--- config.mk ---
export PLATFORM = sky130hd
export DESIGN_NAME = lshift_load_ctrl_flat
export DESIGN_NICKNAME = d
export VERILOG_FILES = /design/src/rtl/lshift_load_ctrl_pkg.sv /design/src/rtl/lshift_load_ctrl_if.sv /design/src/rtl/lshift_load_ctrl_hold_buf.sv /design/src/rtl/lshift_load_ctrl.sv /design/src/flat_wrapper.sv
export SDC_FILE = /design/constraint.sdc
export NUM_CORES = 1
export LEC_CHECK = 0
export CAP_MARGIN = 5
export CORE_MARGIN = 4
export CORE_UTILIZATION = 25
export CTS_CLUSTER_DIAMETER = 100
export DETAILED_ROUTE_END_ITERATION = 6
export HOLD_SLACK_MARGIN = 0.15
export SLEW_MARGIN = 25
export SYNTH_ARGS = -nofsm -noshare
export SYNTH_HDL_FRONTEND = slang
export SYNTH_SLANG_ARGS = --single-unit
--- constraint.sdc ---
create_clock -name clk -period 2.4 [get_ports clk]
set_clock_uncertainty 0.05 [all_clocks]
set_input_delay 0.72 -clock clk [delete_from_list [all_inputs] [get_ports clk]]
set_output_delay 0.72 -clock clk [all_outputs]
set_load 0.02 [all_outputs]
--- src/rtl/lshift_load_ctrl_pkg.sv ---
// ---------------------------------------------------------------------------
// lshift_pkg
// Shared types and helpers for the rotating left-shift load controller.
//   state_t      : controller FSM states
//   LSHIFT_WIDTH : shifter data width
//   rotl()       : rotate-left of a LSHIFT_WIDTH word by an arbitrary amount
//                  (amount is reduced modulo the width)
// ---------------------------------------------------------------------------
package lshift_pkg;

  localparam int LSHIFT_WIDTH = 8;

  typedef enum logic [2:0] {
    IDLE = 3'd0,
    LOAD = 3'd1,
    ROT  = 3'd2,
    CAPT = 3'd3,
    DONE = 3'd4
  } state_t;

  function automatic logic [LSHIFT_WIDTH-1:0] rotl(
    input logic [LSHIFT_WIDTH-1:0] v,
    input int unsigned             amt
  );
    logic [2*LSHIFT_WIDTH-1:0] dbl;
    int unsigned               a;
    a   = amt % LSHIFT_WIDTH;
    // Shifting the doubled word left leaves the rotated word in the top half.
    dbl = {v, v} << a;
    return dbl[2*LSHIFT_WIDTH-1 -: LSHIFT_WIDTH];
  endfunction

endpackage

--- src/rtl/lshift_load_ctrl_if.sv ---
// ---------------------------------------------------------------------------
// lshift_load_ctrl_if
// Bundles the input stream, shifter load port, shifter output and result
// stream of the load controller.
//   in_data/in_valid/in_ready    : input word stream
//   load_val/load_en             : to shifter (registered)
//   op_in                        : shifter output
//   out_data/out_valid/out_ready : result stream
//   busy                         : controller not idle
// Handshake rule for both streams: a transfer happens on a rising clk edge
// where valid and ready are both 1; once valid is raised the producer holds
// valid and data stable until that transfer; ready may be raised or dropped
// freely and never depends on valid.
// master = controller view, slave = environment view.
// ---------------------------------------------------------------------------
interface lshift_load_ctrl_if #(
  parameter int WIDTH = 8
);
  logic [WIDTH-1:0] in_data;
  logic             in_valid;
  logic             in_ready;
  logic [WIDTH-1:0] load_val;
  logic             load_en;
  logic [WIDTH-1:0] op_in;
  logic [WIDTH-1:0] out_data;
  logic             out_valid;
  logic             out_ready;
  logic             busy;

  modport master (
    input  in_data, in_valid, op_in, out_ready,
    output in_ready, load_val, load_en, out_data, out_valid, busy
  );

  modport slave (
    output in_data, in_valid, op_in, out_ready,
    input  in_ready, load_val, load_en, out_data, out_valid, busy
  );
endinterface

--- src/rtl/lshift_load_ctrl_hold_buf.sv ---
// ---------------------------------------------------------------------------
// lshift_hold_buf
// One-entry holding register for a single pending input word.
//   clk, rst     : clock, synchronous active-high reset
//   in_valid_i   : write a word (caller only writes when there is room,
//                  or when the entry is drained in the same cycle)
//   in_data_i    : word to write
//   out_ready_i  : drain the held word
//   out_valid_o  : entry holds a word
//   out_data_o   : held word
// A write and a drain in the same cycle leave the entry full with the new word.
// ---------------------------------------------------------------------------
module lshift_hold_buf #(
  parameter int WIDTH = 8
) (
  input  logic             clk,
  input  logic             rst,
  input  logic             in_valid_i,
  input  logic [WIDTH-1:0] in_data_i,
  input  logic             out_ready_i,
  output logic             out_valid_o,
  output logic [WIDTH-1:0] out_data_o
);
  logic             full_q;
  logic [WIDTH-1:0] data_q;

  always_ff @(posedge clk) begin
    if (rst) begin
      full_q <= 1'b0;
      data_q <= '0;
    end else if (in_valid_i) begin
      full_q <= 1'b1;
      data_q <= in_data_i;
    end else if (out_ready_i) begin
      full_q <= 1'b0;
    end
  end

  assign out_valid_o = full_q;
  assign out_data_o  = data_q;
endmodule

--- src/rtl/lshift_load_ctrl.sv ---
// ---------------------------------------------------------------------------
// lshift_load_ctrl
// Upstream controller for the 8-bit rotating left-shift register. Accepts a
// word, pulses load_en for one cycle with load_val=word, lets the shifter
// rotate for ROT_CYCLES clocks, captures the shifter output and offers it on
// the result stream. One word is in the shifter at a time.
// Ports:
//   clk, rst     : clock, synchronous active-high reset
//   bus          : lshift_load_ctrl_if.master (streams, shifter port, busy)
//   dbg_state_o  : current FSM state
// Parameters: WIDTH (data width), ROT_CYCLES (1..255 rotate clocks per word),
//   CNT_W (rotate counter width, must hold ROT_CYCLES-1).
// Build option: define LSHIFT_LOAD_CTRL_BUF_EN to add a one-entry input
// holding buffer so a further word can be accepted while one is in flight.
// ---------------------------------------------------------------------------
module lshift_load_ctrl
  import lshift_pkg::*;
#(
  parameter int WIDTH      = LSHIFT_WIDTH,
  parameter int ROT_CYCLES = 3,
  parameter int CNT_W      = 8
) (
  input  logic                clk,
  input  logic                rst,
  lshift_load_ctrl_if.master  bus,
  output state_t              dbg_state_o
);
  localparam logic [CNT_W-1:0] CNT_LAST = CNT_W'(ROT_CYCLES - 1);

  state_t           state_q, state_d;
  logic [CNT_W-1:0] cnt_q, cnt_d;
  logic [WIDTH-1:0] load_val_q, load_val_d;
  logic [WIDTH-1:0] out_data_q, out_data_d;
  logic             load_en_q;
  logic             out_valid_q;
  logic             in_ready;
  logic             acc;

`ifdef LSHIFT_LOAD_CTRL_BUF_EN
  logic             buf_full;
  logic [WIDTH-1:0] buf_data;
  logic             buf_wr;
  logic             buf_rd;
  logic             direct;

  assign in_ready = !buf_full || (state_q == IDLE);
  // An idle controller with nothing buffered loads the word straight away;
  // every other accepted word waits in the buffer.
  assign direct   = (state_q == IDLE) && !buf_full;
  assign buf_wr   = acc && !direct;

  lshift_hold_buf #(.WIDTH(WIDTH)) u_hold_buf (
    .clk         (clk),
    .rst         (rst),
    .in_valid_i  (buf_wr),
    .in_data_i   (bus.in_data),
    .out_ready_i (buf_rd),
    .out_valid_o (buf_full),
    .out_data_o  (buf_data)
  );
`else
  assign in_ready = (state_q == IDLE);
`endif

  assign acc = bus.in_valid && in_ready;

  always_comb begin
    state_d    = state_q;
    cnt_d      = cnt_q;
    load_val_d = load_val_q;
    out_data_d = out_data_q;
`ifdef LSHIFT_LOAD_CTRL_BUF_EN
    buf_rd     = 1'b0;
`endif
    case (state_q)
      IDLE: begin
`ifdef LSHIFT_LOAD_CTRL_BUF_EN
        if (buf_full) begin
          state_d    = LOAD;
          load_val_d = buf_data;
          buf_rd     = 1'b1;
        end else if (acc) begin
          state_d    = LOAD;
          load_val_d = bus.in_data;
        end
`else
        if (acc) begin
          state_d    = LOAD;
          load_val_d = bus.in_data;
        end
`endif
      end
      LOAD: state_d = ROT;
      ROT: begin
        // Counter is cleared on leaving ROT so the next word starts at 0.
        if (cnt_q == CNT_LAST) begin
          state_d = CAPT;
          cnt_d   = '0;
        end else begin
          cnt_d = cnt_q + CNT_W'(1);
        end
      end
      CAPT: begin
        out_data_d = bus.op_in;
        state_d    = DONE;
      end
      DONE: begin
        if (bus.out_ready) begin
`ifdef LSHIFT_LOAD_CTRL_BUF_EN
          if (buf_full) begin
            state_d    = LOAD;
            load_val_d = buf_data;
            buf_rd     = 1'b1;
          end else begin
            state_d = IDLE;
          end
`else
          state_d = IDLE;
`endif
        end
      end
      default: state_d = IDLE;
    endcase
  end

  // load_en and out_valid are registered decodes of the next state so they
  // line up exactly with the LOAD and DONE cycles.
  always_ff @(posedge clk) begin
    if (rst) begin
      state_q     <= IDLE;
      cnt_q       <= '0;
      load_val_q  <= '0;
      load_en_q   <= 1'b0;
      out_data_q  <= '0;
      out_valid_q <= 1'b0;
    end else begin
      state_q     <= state_d;
      cnt_q       <= cnt_d;
      load_val_q  <= load_val_d;
      load_en_q   <= (state_d == LOAD);
      out_data_q  <= out_data_d;
      out_valid_q <= (state_d == DONE);
    end
  end

  assign bus.in_ready  = in_ready;
  assign bus.load_val  = load_val_q;
  assign bus.load_en   = load_en_q;
  assign bus.out_data  = out_data_q;
  assign bus.out_valid = out_valid_q;
  assign bus.busy      = (state_q != IDLE);
  assign dbg_state_o   = state_q;
endmodule

--- src/flat_wrapper.sv ---
// flat-port wrapper written by rule: the top's interface ports become plain ports
module lshift_load_ctrl_flat import lshift_pkg::*;
#(
  parameter int WIDTH      = LSHIFT_WIDTH,
  parameter int ROT_CYCLES = 3,
  parameter int CNT_W      = 8
)
  (clk, rst, dbg_state_o, bus_in_data, bus_in_valid, bus_op_in, bus_out_ready, bus_in_ready, bus_load_val, bus_load_en, bus_out_data, bus_out_valid, bus_busy);
  lshift_load_ctrl_if #(.WIDTH(WIDTH)) bus_i ();
  input  logic clk;
  input  logic rst;
  output state_t dbg_state_o;
  input wire logic [$bits(bus_i.in_data)-1:0] bus_in_data;
  input wire logic [$bits(bus_i.in_valid)-1:0] bus_in_valid;
  input wire logic [$bits(bus_i.op_in)-1:0] bus_op_in;
  input wire logic [$bits(bus_i.out_ready)-1:0] bus_out_ready;
  output wire logic [$bits(bus_i.in_ready)-1:0] bus_in_ready;
  output wire logic [$bits(bus_i.load_val)-1:0] bus_load_val;
  output wire logic [$bits(bus_i.load_en)-1:0] bus_load_en;
  output wire logic [$bits(bus_i.out_data)-1:0] bus_out_data;
  output wire logic [$bits(bus_i.out_valid)-1:0] bus_out_valid;
  output wire logic [$bits(bus_i.busy)-1:0] bus_busy;
  assign bus_i.in_data = bus_in_data;
  assign bus_i.in_valid = bus_in_valid;
  assign bus_i.op_in = bus_op_in;
  assign bus_i.out_ready = bus_out_ready;
  assign bus_in_ready = bus_i.in_ready;
  assign bus_load_val = bus_i.load_val;
  assign bus_load_en = bus_i.load_en;
  assign bus_out_data = bus_i.out_data;
  assign bus_out_valid = bus_i.out_valid;
  assign bus_busy = bus_i.busy;
  lshift_load_ctrl #(.WIDTH(WIDTH), .ROT_CYCLES(ROT_CYCLES), .CNT_W(CNT_W)) u_core (.clk(clk), .rst(rst), .bus(bus_i), .dbg_state_o(dbg_state_o));
endmodule
==> results.sh <==
export IMPL_ant_nets=0
export IMPL_start_util_pct=26.3
export IMPL_crit_type="register to output pin"
export IMPL_cts_buffers=5
export IMPL_die_y_um=76.4
export IMPL_max_cap_violations=0
export IMPL_cpPeakStageDelay_ns=0.48
export IMPL_timing_final_crit_share_pct=92.1
export IMPL_hold_path_class="register to register"
export IMPL_cts_tree="done"
export IMPL_place_ws_ns=0.193
export IMPL_die_area_um2=5840
export IMPL_grt_pass1_vias=1067
export IMPL_dpl_cell_count=218
export IMPL_end_kind="output pin"
export IMPL_finalPower_mw=1.15
export IMPL_route_detailed_drc=0
export IMPL_hold_path_endpoint="u_core.bus.load_val[5]$_SDFFE_PP0P_"
export IMPL_clock_fmax_mhz=453
export IMPL_synth_edf_count=0
export IMPL_totalWireLength_um=2710
export IMPL_synth_seq_area_share_pct=49.6
export IMPL_yosysTopAreaCellShare_pct=49.6
export IMPL_arrival_ns=1.44
export IMPL_r2r_end="u_core.cnt_q[5]$_SDFFE_PP0P_"
export IMPL_synth_area_leaders="dfxtp_1 (50%), a21oi_1 (6.8%), mux2i_1 (6.8%)"
export IMPL_maxSlewViolCount=0
export IMPL_clk_latency_ns=0.27
export IMPL_hold_path_depth=2
export IMPL_yosysWarningCount=0
export IMPL_synth_xor_xnor_area_share_pct=2.25
export IMPL_critical_path_cell_chain="or3_2 -> inv_1 -> dlygate4sd2_1"
export IMPL_worst_r2r_setup_slack_ns=0.63
export IMPL_async_flop_share_pct=0
export IMPL_leakagePower_nw=0.692
export IMPL_rows=24
export IMPL_routedWlPerCell_um=12.0
export IMPL_clkSlewWorstSetupHoldPaths_ns=0.06
export IMPL_drtIter0Drc=37
export IMPL_clockBufferDepth=2
export IMPL_io_buffers=42
export IMPL_design_area_um2=1750
export IMPL_crit_slowest_cell="or3_2"
export IMPL_setup_viol=0
export IMPL_gp_congestion=0.696
export IMPL_fin_tns_setup_ns=0
export IMPL_vias=1037
export IMPL_max_vdd_ir_drop_mv=0.305
export IMPL_num_io_pins=43
export IMPL_syn_inst=126
export IMPL_grt_pass1_wl_um=4820
export IMPL_die_x_um=76.4
export IMPL_fin_util_pct=39.5
export IMPL_ys_ff_latch=29
export IMPL_synth_top_family_by_area="simple AND/OR/NAND/NOR gates"
export IMPL_hold_path_startpoint="u_core.bus.load_val[5]$_SDFFE_PP0P_"
export IMPL_syn_nets=148
export IMPL_p_per_area_nw_per_um2=658
export IMPL_worst_pin_slew_ns=0.586
export IMPL_synth_common_cells="dfxtp_1 (29), nand2_1 (19), a21oi_1 (16)"
export IMPL_synth_compound_area_share_pct=10.8
export IMPL_antenna_found_initial=0
export IMPL_synthSimpleGateAreaFrac_pct=23.5
export IMPL_layout_drive_gt1_share_pct=12.6
export IMPL_setup_worst_path_start="u_core.dbg_state_o[1]$_SDFF_PP0_"
export IMPL_placed_area_um2=1650
export IMPL_rsz0062_at_grt="no"
export IMPL_area_growth_pct=49.9
export IMPL_dp_hpwl_um=2050
export IMPL_reg2regPathDepth=4
export IMPL_vias_per_cell=4.59
export IMPL_stdcell_count=226
export IMPL_drt_first_pass_iters=4
export IMPL_synthAdderAreaFrac_pct=2.14
export IMPL_grt_overflow=0
export IMPL_synthMuxAreaShare_pct=6.84
export IMPL_num_nets_final=195
export IMPL_status="completed"
export IMPL_cp_start_kind="register"
export IMPL_grt_use_total_pct=10.1
export IMPL_ys_flop_type="dfxtp_1"
export IMPL_synth_most_common_cell="dfxtp_1"
export IMPL_clockRootBuffer="clkbuf_8"
export IMPL_worstPathRequired_ns=1.63
export IMPL_fin_crit_ns=2.21
export IMPL_diodes=0
export IMPL_crit_fanout=2
export IMPL_grt_max_degree=22
export IMPL_ys_types=28
export IMPL_hold_viol_final=0
export IMPL_setup_slack_ns=0.191
export IMPL_hold_buffers=0
export IMPL_h_tree_depth=2
export IMPL_synthesis_area_um2=1170
export IMPL_synth_area_leader_cell="dfxtp_1"
export IMPL_cts_sinks=29
export IMPL_avgSynthCellArea_um2=9.28
export IMPL_holdWs_ns=0.404
export IMPL_relSlewSlack_pct=60.8
export IMPL_rr_startpoint="u_core.dbg_state_o[2]$_SDFF_PP0_"
export IMPL_core_area_um2=4440
## state kept, by name (all words and copies together) (netlist names)
signal and count:
u_core.cnt_q 8, u_core.dbg_state_o 3, u_core.bus.load_en 1, u_core.bus.load_val 8, u_core.bus.out_valid 1, u_core.bus.out_data 8
## worst max path at each step
stage	slack, ns	end	depth (start not counted)
2_1_floorplan	0.36	bus_in_ready	3
3_3_place_gp	0.22	u_core.bus.load_val[3]$_SDFFE_PP0P_	4
3_5_place_dp	0.19	bus_in_ready	3
4_1_cts	0.003	bus_busy	2
5_1_grt	0.13	bus_in_ready	3
6_report	0.19	bus_in_ready	3
## critical path: cells and delay by family (launching register included)
kind,cells,cell delay (ns)
and+or+nand+nor,1,0.48
buffers and inverters,2,0.39
DFF,1,0.30
## kinds of logic after synthesis
group,after synthesis
XOR/XNOR,3
AO/OA/AOI/OAI,23
adder cells (fa/ha/maj),2
buffers and inverters,10
AND/OR/NAND/NOR,51
multiplexers,8
flip-flops,29
## metal layers
layer,up-vias,share of wire (%),GRT usage [%]
met5,-,0,0
met4,0,1.4,4.35
met3,5,7.2,3.90
met2,32,48,17.4
met1,469,43,11.1
li1,531,-,-
## repair_timing
item                       in CTS  in global routing
gates cloned                    0                  0
setup buffers                   0                  0
resized for setup               1                  1
setup endpoints to repair       1                  1
## cell usage in the layout, fill, tap and decap left out
cell and count:
nor2_1 12, o31ai_1 2, nand3_1 3, buf_4 6, clkdlybuf4s50_1 40, nand2_1 19
dlygate4sd2_1 1, a31o_2 1, inv_1 2, nor3_1 2, dfxtp_1 29, nor4b_1 1
nand4_1 1, dlymetal6s2s_1 1, a211oi_1 1, nand3b_1 1, a21oi_1 16, and4bb_2 1
nor4b_2 1, clkbuf_8 7, xnor2_1 3, ha_1 2, o21ai_0 3, or4b_2 1
or3_2 4, clkinv_2 1, or4_1 2, nor3b_1 1, nand4bb_1 1, mux2i_1 8
or4b_1 1
## layout make-up
| type | count | area [µm²] |
|---|---|---|
| Tap cell | 52 | 65.1 |
| Clock inverter | 1 | 5.00 |
| Timing Repair Buffer | 48 | 467 |
| Inverter | 2 | 7.51 |
| Sequential cell | 29 | 581 |
| Multi-Input combinational cell | 87 | 533 |
| Fill cell | 445 | 2690 |
| Clock buffer | 7 | 96.3 |
## power breakdown
group | switching (mW) | total [mW] | internal [mW]
clock network | 0.176 | 0.435 | 0.259
logic | 0.0969 | 0.202 | 0.105
registers | 0.0134 | 0.518 | 0.505
total | 0.286 | 1.15 | 0.868
Note: power is estimated with default switching activity, not from simulation.
